==> config.mk <==
export PLATFORM = sky130hd
export DESIGN_NAME = conv_mac_lanes_flat
export DESIGN_NICKNAME = d
export VERILOG_FILES = /design/src/rtl/conv_mac_lanes_if.sv /design/src/rtl/conv_mac_lanes.sv /design/src/flat_wrapper.sv
export SDC_FILE = /design/constraint.sdc
export NUM_CORES = 1
export LEC_CHECK = 0
export ABC_CLOCK_PERIOD_IN_PS = 20000
export CAP_MARGIN = 15
export CORE_ASPECT_RATIO = 1.4
export CORE_MARGIN = 2
export CORE_UTILIZATION = 66
export DETAILED_ROUTE_END_ITERATION = 12
export PLACE_DENSITY_LB_ADDON = 0.2
export SYNTH_ARGS = -nofsm -noshare
export SYNTH_HDL_FRONTEND = slang
export SYNTH_SLANG_ARGS = --single-unit
==> constraint.sdc <==
create_clock -name clk -period 20 [get_ports clk]
set_input_delay 4 -clock clk [delete_from_list [all_inputs] [get_ports clk]]
set_output_delay 4 -clock clk [all_outputs]
set_load 0.05 [all_outputs]
==> src/rtl/conv_mac_lanes_if.sv <==
// conv_mac_lanes_if: beat input stream and result output stream of conv_mac_lanes
interface conv_mac_lanes_if #(
  parameter int WIDTH = 8,
  parameter int LANES = 4,
  parameter int ACC_WIDTH = 32
);
  logic in_valid;
  logic in_ready;
  logic in_first;
  logic in_last;
  logic [LANES-1:0] in_keep;
  logic [LANES*WIDTH-1:0] a_in;
  logic [LANES*WIDTH-1:0] b_in;
  logic bias_valid;
  logic [ACC_WIDTH-1:0] bias_in;
  logic out_valid;
  logic out_ready;
  logic [ACC_WIDTH-1:0] out_sum;
  logic out_ovf;
  logic err_pulse;
  modport master (
    output in_valid, in_first, in_last, in_keep, a_in, b_in, bias_valid, bias_in, out_ready,
    input in_ready, out_valid, out_sum, out_ovf, err_pulse
  );
  modport slave (
    input in_valid, in_first, in_last, in_keep, a_in, b_in, bias_valid, bias_in, out_ready,
    output in_ready, out_valid, out_sum, out_ovf, err_pulse
  );
endinterface

==> src/rtl/conv_mac_lanes.sv <==
// conv_mac_lanes: multi-lane windowed dot-product MAC feeding a first-word-fall-through result FIFO
module conv_mac_lanes #(
  parameter int WIDTH = 8,
  parameter int LANES = 4,
  parameter int ACC_WIDTH = 32,
  parameter int GUARD = 8,
  parameter int SIGNED_MUL = 1,
  parameter int SAT_MODE = 1,
  parameter int OUT_DEPTH = 2
) (
  input logic clk,
  input logic rst,
  conv_mac_lanes_if.slave bus
);
  localparam int IW = ACC_WIDTH + GUARD;
  localparam int PD = 2 * WIDTH;
  localparam int PW = OUT_DEPTH > 1 ? $clog2(OUT_DEPTH) : 1;
  localparam int CW = $clog2(OUT_DEPTH + 1) + 1;
  localparam logic [PW-1:0] LAST = PW'(OUT_DEPTH - 1);
  localparam bit SGN = SIGNED_MUL != 0;
  logic accept, push, pop, fits;
  logic s0_v, s0_first, s0_last, s0_bv, open, err_q;
  logic s1_v, s1_first, s1_last, s1_bv;
  logic [LANES-1:0] s0_keep;
  logic [LANES*WIDTH-1:0] s0_a, s0_b;
  logic [ACC_WIDTH-1:0] s0_bias, s1_bias, sat_val, res;
  logic [PD-1:0] prod [LANES];
  logic [IW-1:0] acc, tree, nxt;
  logic [ACC_WIDTH:0] mem [OUT_DEPTH];
  logic [PW-1:0] wr, rd;
  logic [CW-1:0] cnt;

  function automatic logic [PD-1:0] widen(input logic [WIDTH-1:0] x);
    return {{WIDTH{SGN && x[WIDTH-1]}}, x};
  endfunction

  assign accept = bus.in_valid && bus.in_ready;
  // Reserve a FIFO slot for every window-closing beat still in flight so the pipeline never stalls
  assign bus.in_ready = cnt + CW'(s0_v && s0_last) + CW'(s1_v && s1_last) < CW'(OUT_DEPTH);

  always_ff @(posedge clk) begin
    if (rst) begin
      s0_v <= 1'b0;
      open <= 1'b0;
      err_q <= 1'b0;
    end else begin
      s0_v <= accept;
      err_q <= accept && (bus.in_first == open);
      if (accept) open <= !bus.in_last;
    end
    if (accept) begin
      s0_first <= bus.in_first || !open;
      s0_last <= bus.in_last;
      s0_bv <= bus.bias_valid && bus.in_first;
      s0_keep <= bus.in_keep;
      s0_a <= bus.a_in;
      s0_b <= bus.b_in;
      s0_bias <= bus.bias_in;
    end
  end

  always_ff @(posedge clk) begin
    s1_v <= !rst && s0_v;
    s1_first <= s0_first;
    s1_last <= s0_last;
    s1_bv <= s0_bv;
    s1_bias <= s0_bias;
    for (int i = 0; i < LANES; i++)
      prod[i] <= s0_keep[i] ? widen(s0_a[i*WIDTH +: WIDTH]) * widen(s0_b[i*WIDTH +: WIDTH]) : '0;
  end

  always_comb begin
    tree = '0;
    for (int i = 0; i < LANES; i++) tree = tree + {{(IW-PD){SGN && prod[i][PD-1]}}, prod[i]};
    nxt = s1_first ? tree + (s1_bv ? {{GUARD{SGN && s1_bias[ACC_WIDTH-1]}}, s1_bias} : '0) : acc + tree;
  end

  assign fits = SGN ? (&nxt[IW-1:ACC_WIDTH-1] || ~|nxt[IW-1:ACC_WIDTH-1]) : ~|nxt[IW-1:ACC_WIDTH];
  assign sat_val = SGN ? {nxt[IW-1], {(ACC_WIDTH-1){!nxt[IW-1]}}} : '1;
  assign res = (SAT_MODE != 0 && !fits) ? sat_val : nxt[ACC_WIDTH-1:0];
  assign push = s1_v && s1_last;
  assign pop = bus.out_valid && bus.out_ready;

  always_ff @(posedge clk) begin
    if (rst) begin
      acc <= '0;
      wr <= '0;
      rd <= '0;
      cnt <= '0;
    end else begin
      if (s1_v) acc <= nxt;
      if (push) wr <= wr == LAST ? '0 : wr + 1'b1;
      if (pop) rd <= rd == LAST ? '0 : rd + 1'b1;
      cnt <= cnt + CW'(push) - CW'(pop);
    end
    if (push) mem[wr] <= {!fits, res};
  end

  assign bus.out_valid = |cnt;
  assign bus.out_sum = bus.out_valid ? mem[rd][ACC_WIDTH-1:0] : '0;
  assign bus.out_ovf = bus.out_valid && mem[rd][ACC_WIDTH];
  assign bus.err_pulse = err_q;
endmodule

==> src/flat_wrapper.sv <==
// flat-port wrapper written by rule: the top's interface ports become plain ports
module conv_mac_lanes_flat 
#(
  parameter int WIDTH = 8,
  parameter int LANES = 4,
  parameter int ACC_WIDTH = 32,
  parameter int GUARD = 8,
  parameter int SIGNED_MUL = 1,
  parameter int SAT_MODE = 1,
  parameter int OUT_DEPTH = 2
)
  (clk, rst, bus_in_valid, bus_in_first, bus_in_last, bus_in_keep, bus_a_in, bus_b_in, bus_bias_valid, bus_bias_in, bus_out_ready, bus_in_ready, bus_out_valid, bus_out_sum, bus_out_ovf, bus_err_pulse);
  conv_mac_lanes_if #(.WIDTH(WIDTH), .LANES(LANES), .ACC_WIDTH(ACC_WIDTH)) bus_i ();
  input logic clk;
  input logic rst;
  input wire logic [$bits(bus_i.in_valid)-1:0] bus_in_valid;
  input wire logic [$bits(bus_i.in_first)-1:0] bus_in_first;
  input wire logic [$bits(bus_i.in_last)-1:0] bus_in_last;
  input wire logic [$bits(bus_i.in_keep)-1:0] bus_in_keep;
  input wire logic [$bits(bus_i.a_in)-1:0] bus_a_in;
  input wire logic [$bits(bus_i.b_in)-1:0] bus_b_in;
  input wire logic [$bits(bus_i.bias_valid)-1:0] bus_bias_valid;
  input wire logic [$bits(bus_i.bias_in)-1:0] bus_bias_in;
  input wire logic [$bits(bus_i.out_ready)-1:0] bus_out_ready;
  output wire logic [$bits(bus_i.in_ready)-1:0] bus_in_ready;
  output wire logic [$bits(bus_i.out_valid)-1:0] bus_out_valid;
  output wire logic [$bits(bus_i.out_sum)-1:0] bus_out_sum;
  output wire logic [$bits(bus_i.out_ovf)-1:0] bus_out_ovf;
  output wire logic [$bits(bus_i.err_pulse)-1:0] bus_err_pulse;
  assign bus_i.in_valid = bus_in_valid;
  assign bus_i.in_first = bus_in_first;
  assign bus_i.in_last = bus_in_last;
  assign bus_i.in_keep = bus_in_keep;
  assign bus_i.a_in = bus_a_in;
  assign bus_i.b_in = bus_b_in;
  assign bus_i.bias_valid = bus_bias_valid;
  assign bus_i.bias_in = bus_bias_in;
  assign bus_i.out_ready = bus_out_ready;
  assign bus_in_ready = bus_i.in_ready;
  assign bus_out_valid = bus_i.out_valid;
  assign bus_out_sum = bus_i.out_sum;
  assign bus_out_ovf = bus_i.out_ovf;
  assign bus_err_pulse = bus_i.err_pulse;
  conv_mac_lanes #(.WIDTH(WIDTH), .LANES(LANES), .ACC_WIDTH(ACC_WIDTH), .GUARD(GUARD), .SIGNED_MUL(SIGNED_MUL), .SAT_MODE(SAT_MODE), .OUT_DEPTH(OUT_DEPTH)) u_core (.clk(clk), .rst(rst), .bus(bus_i));
endmodule
== Word-level counts from Yosys, hierarchy flattened ==
Memory sizes are Yosys's and may differ from the RTL's. A register that Yosys moved wholly into a read port is not among the register bits.
Index checks and enable logic that the tools add are counted.

* Add/sub/neg operators: 11
* Multiply operators: 4
* Magnitude comparators: 1
* Equal/unequal tests: 1
* Muxes and demuxes: 14
* Reductions and logical operators: 19

{| class="wikitable"
|+ Operator list
! kind !! number
|-
| $add 40x40->40 || 4
|-
| $mux 40 || 2
|-
| $mul 8x8->16 || 4
|-
| $mux 16 || 4
|-
| $mux 32 || 2
|-
| $add 16x16->17 || 1
|-
| $add 3x1->3 || 3
|-
| $reduce_and 9->1 || 1
|-
| $reduce_or 9->1 || 1
|-
| $logic_and 1x1->1 || 8
|-
| $logic_not 1->1 || 6
|-
| $mux 1 || 6
|-
| $lt 3x2->1 const B || 1
|-
| $reduce_or 3->1 || 1
|-
| $sub 3x1->3 || 1
|-
| $add 1x1->1 const B || 2
|-
| $logic_or 1x1->1 || 2
|-
| $eq 1x1->1 || 1
|}

* Flip-flop bits (word level): 187
* Memory bits (writable): 130
* Bits of input ports: 107
* Output and inout bits: 36
* Word-level logic and storage cells: 71
* Memories: 2

{| class="wikitable"
|+ Memories
! name !! words !! bits a word !! read ports !! clocked after Yosys merged registers in !! write ports !! RTL line !! RTL
|-
| u_core.mem || 2 || 33 || 1 || 1 || 1 || conv_mac_lanes.sv:29 || <nowiki>logic [ACC_WIDTH:0] mem [OUT_DEPTH];</nowiki>
|-
| u_core.prod || 4 || 16 || 4 || 0 || 4 || conv_mac_lanes.sv:27 || <nowiki>logic [PD-1:0] prod [LANES];</nowiki>
|}

== Depth between registers and ports, before layout ==
* Depth in word-level cells: 9
* Gate-level depth with buffers: 35
* Depth with buffers taken out: 35

== Worst setup path before layout ==
No wires, ideal clock.

* Path kind: register to register
* From: memory u_core.prod[1][0] (netlist bit)
* To: memory u_core.mem[0][32] (netlist bit) (data pin)
* Setup time: 0.263 ns
* Arrival: 6.741 ns
* Data required time: 19.737 ns
* Path slack: 12.997 ns
* Stages on the path, launching flop included: 36
* Buffers on the path: 2
* Clock period less this slack: 7.003 ns
* Cell sequence: dfxtp_1 ha_1 inv_1 fa_1 nor2b_1 o21ai_0 a21oi_1 o21ai_0 a21oi_1 o21a_1 o21ai_0 a21boi_0 o41ai_1 xor2_1 fa_1 inv_1 ha_1 a21o_1 a21o_1 a21o_1 a2111o_1 clkbuf_1 o21ai_0 ha_1 clkbuf_1 a21oi_1 o21ai_0 a22oi_1 o211ai_1 a41oi_2 o21ai_1 a31oi_1 xor2_1 inv_1 or4b_1 o31a_1

{| class="wikitable"
|+ RTL lines
! element !! RTL line
|-
| from (decl) || conv_mac_lanes.sv:27
|-
| to (decl) || conv_mac_lanes.sv:29
|}

==> qor.yml <==
flow_run:
  cap_viol_max_count: 0
global_routing:
  overflow: 0
  grt_max_degree: 63
  grt_util_all_layers_pct: 27.5
  grt_pass1_wl_um: 86500
  grt_pass1_vias: 18487
  antenna_found_initial: 0
critical_path:
  worstPathMaxFanout: 11
  crit_type: "reg2reg"
  crit_family: "compound AO/OA/AOI/OAI gates"
  cp.arrival_ns: 8.68
  worst_setup_path_end_kind: "register"
  cp-start-kind: "register"
  path_buf_inv: 3
  crit_slowest_cell: "a21oi_1"
  cp.required_ns: 20.33
  slowest_delay_ns: 0.85
clock_tree:
  ctsHoldBuffers: 0
  cts_root_buffer: "clkbuf_16"
  htree_levels: 1
  cts_setup_buffers: 0
  cts_buffer_depth: 3
  clk_pin_slew_worst_paths_ns: 0.07
  cts_sinks: 318
  cts_tree: "done"
  clk_latency_ns: 0.59
  cts_resized: 0
  cts_made_buffers: 31
final_layout:
  fill_cells: 2600
  areaGrowthSynthToFinish_pct: 12.0
  final_common_cell: "inv_1"
  diodes: 0
  fin_nets: 3097
  drive_above_1_share_pct: 3.57
  most-common-layout-cells: "423 x inv_1, 242 x fa_1, 203 x and2_1"
route:
  vias_per_cell: 5.55
  firstDrtPassIters: 5
  post_drt_wl_per_cell_um: 17.0
  drt_wl_total_um: 51700
  ant_nets: 0
  drtIter0Drc: 674
  drc: 0
  num_vias: 16901
timing:
  final_hold_viol_count: 0
  max_freq_mhz: 120
  slew-limit-headroom_pct: 28.5
  period_needed_ns: 8.35
  setup_viol: 0
  skew_ns: 0.0163
  fin_tns_setup_ns: 0
  rsz0062_at_grt: "false"
  timing.final.crit_share_pct: 41.8
  max_slew.worst_pin.slew_ns: 1.07
  slew_violations: 0
synthesis:
  ys_types: 64
  synthesis.area_um2: 24400
  syn-instance-count: 2421
  synth-edff-count: 169
  yosysSeqAreaShare_pct: 33.0
  ys_ff_latch: 318
  yosys_warnings: 0
  async_flop_share_pct: 0
  synthFlopType: "edfxtp_1"
  syn_area_per_cell_um2: 10.1
  syn_nets: 2967
floorplan:
  io_pins: 143
  fp.coreArea_um2: 36600
  dieArea_um2: 38600
  die_y_um: 232
  rows: 83
  initial_core_util_pct: 66.8
  die_w_um: 167
placement:
  dp_hpwl_um: 41600
  place_congestion: 0.882
  port_buffers: 142
outcome:
  status: "completed"
min_path:
  hold_class: "reg2reg"
## cell usage after synthesis (all sizes together) (7+ instances only)
library cell	instances	area share (%)
fa	242	20
mux2i	60	2.5
edfxtp	169	21
o21ai	150	3.1
o21bai	10	0.31
nor3b	14	0.43
nand2	155	2.4
nor2b	35	0.90
nand4	12	0.31
and2	203	5.2
a21boi	8	0.26
a31oi	10	0.26
nor2	116	1.8
o311ai	10	0.39
and3	13	0.33
o41ai	7	0.28
inv	424	6.5
clkbuf	50	0.77
xor2	43	1.5
ha	197	10
nand2b	39	1.0
xnor2	76	2.7
o21a	7	0.22
nor3	17	0.35
a21o	28	0.86
dfxtp	149	12
a211oi	10	0.35
a21oi	86	1.8
mux2	11	0.51
nand3	19	0.39
## worst register-to-register path, delay by kind of cell, from the launching register on
family	cells	cell delay [ns]
DFF	1	0.32
xor gates and xnor gates	2	0.64
AOI/OAI and AO/OA	17	3.90
buffers and inverters	3	0.24
adders and majority gates	5	1.88
and+or+nand+nor	5	1.08
## state kept, by name, summed over array words and instances (netlist names), 3 cells and up, named ones only
name,cells
u_core.prod,64
u_core.s0_a,32
u_core.s1_bias,32
u_core.mem,66
u_core.s0_bias,32
u_core.s0_b,32
u_core.s0_keep,4
u_core.acc,40
u_core.cnt,3
## through the flow
| step | utilization, % | area (um^2) | setup slack [ns] | hold slack (ns) | std cells |
|---|---|---|---|---|---|
| 3_5_place_dp | 72.0 | 26300 | 11.74 | 0.328 | 2985 |
| 3_3_place_gp | 72.0 | 26300 | 11.98 | 0.326 | 2985 |
| 2_1_floorplan | - | 24400 | 13.00 | 0.323 | 2421 |
| 4_1_cts | 74.8 | 27400 | 11.69 | 0.342 | 3043 |
| 5_1_grt | 74.8 | 27400 | 10.82 | 0.346 | 3043 |
| 6_report | 74.8 | 27400 | 11.65 | 0.338 | 3043 |
## cell type report
cell class,instances,area [um^2],area share [%]
well taps,467,584,2.14
clock buffers,39,901,3.29
repair buffers,152,1500,5.47
flip-flops and latches,318,8060,29.5
multi-input cells,1624,14600,53.3
inverters,424,1590,5.83
clock inverters,19,130,0.476
## cells by family after synthesis
family | Yosys count | share of synthesized area, %
compound gates | 357 | 8.92
xor+xnor | 119 | 4.27
fa+ha+maj | 439 | 29.9
buf+inv | 479 | 7.38
flops | 318 | 33.0
mux | 71 | 2.97
simple gates | 638 | 13.5
## path summary, 6_finish.rpt
check / slack, ns / start / end / cells after the start
worst min register to register: 0.34 / u_core.s0_bias[2] / u_core.s1_bias[2] / 0
worst max register to register: 11.65 / u_core.prod[1][0] / u_core.mem[1][32] / 32
worst min-delay path: 0.34 / u_core.s0_bias[2] / u_core.s1_bias[2] / 0
worst max-delay path: 11.65 / u_core.prod[1][0] / u_core.mem[1][32] / 32
## routing by layer
metal | vias up | GRT usage [%] | wire length, um | part of all wire, %
met4 | 0 | 11.1 | 2060 | 4.0
met5 | - | 0 | 0 | 0
met1 | 8281 | 29.1 | 18900 | 36
met2 | 365 | 55.0 | 29100 | 56
met3 | 139 | 2.80 | 1720 | 3.3
li1 | 8116 | - | - | -
Power is not shown: default switching activity piles up to over one toggle a cycle in this logic, so the estimate is an artifact.
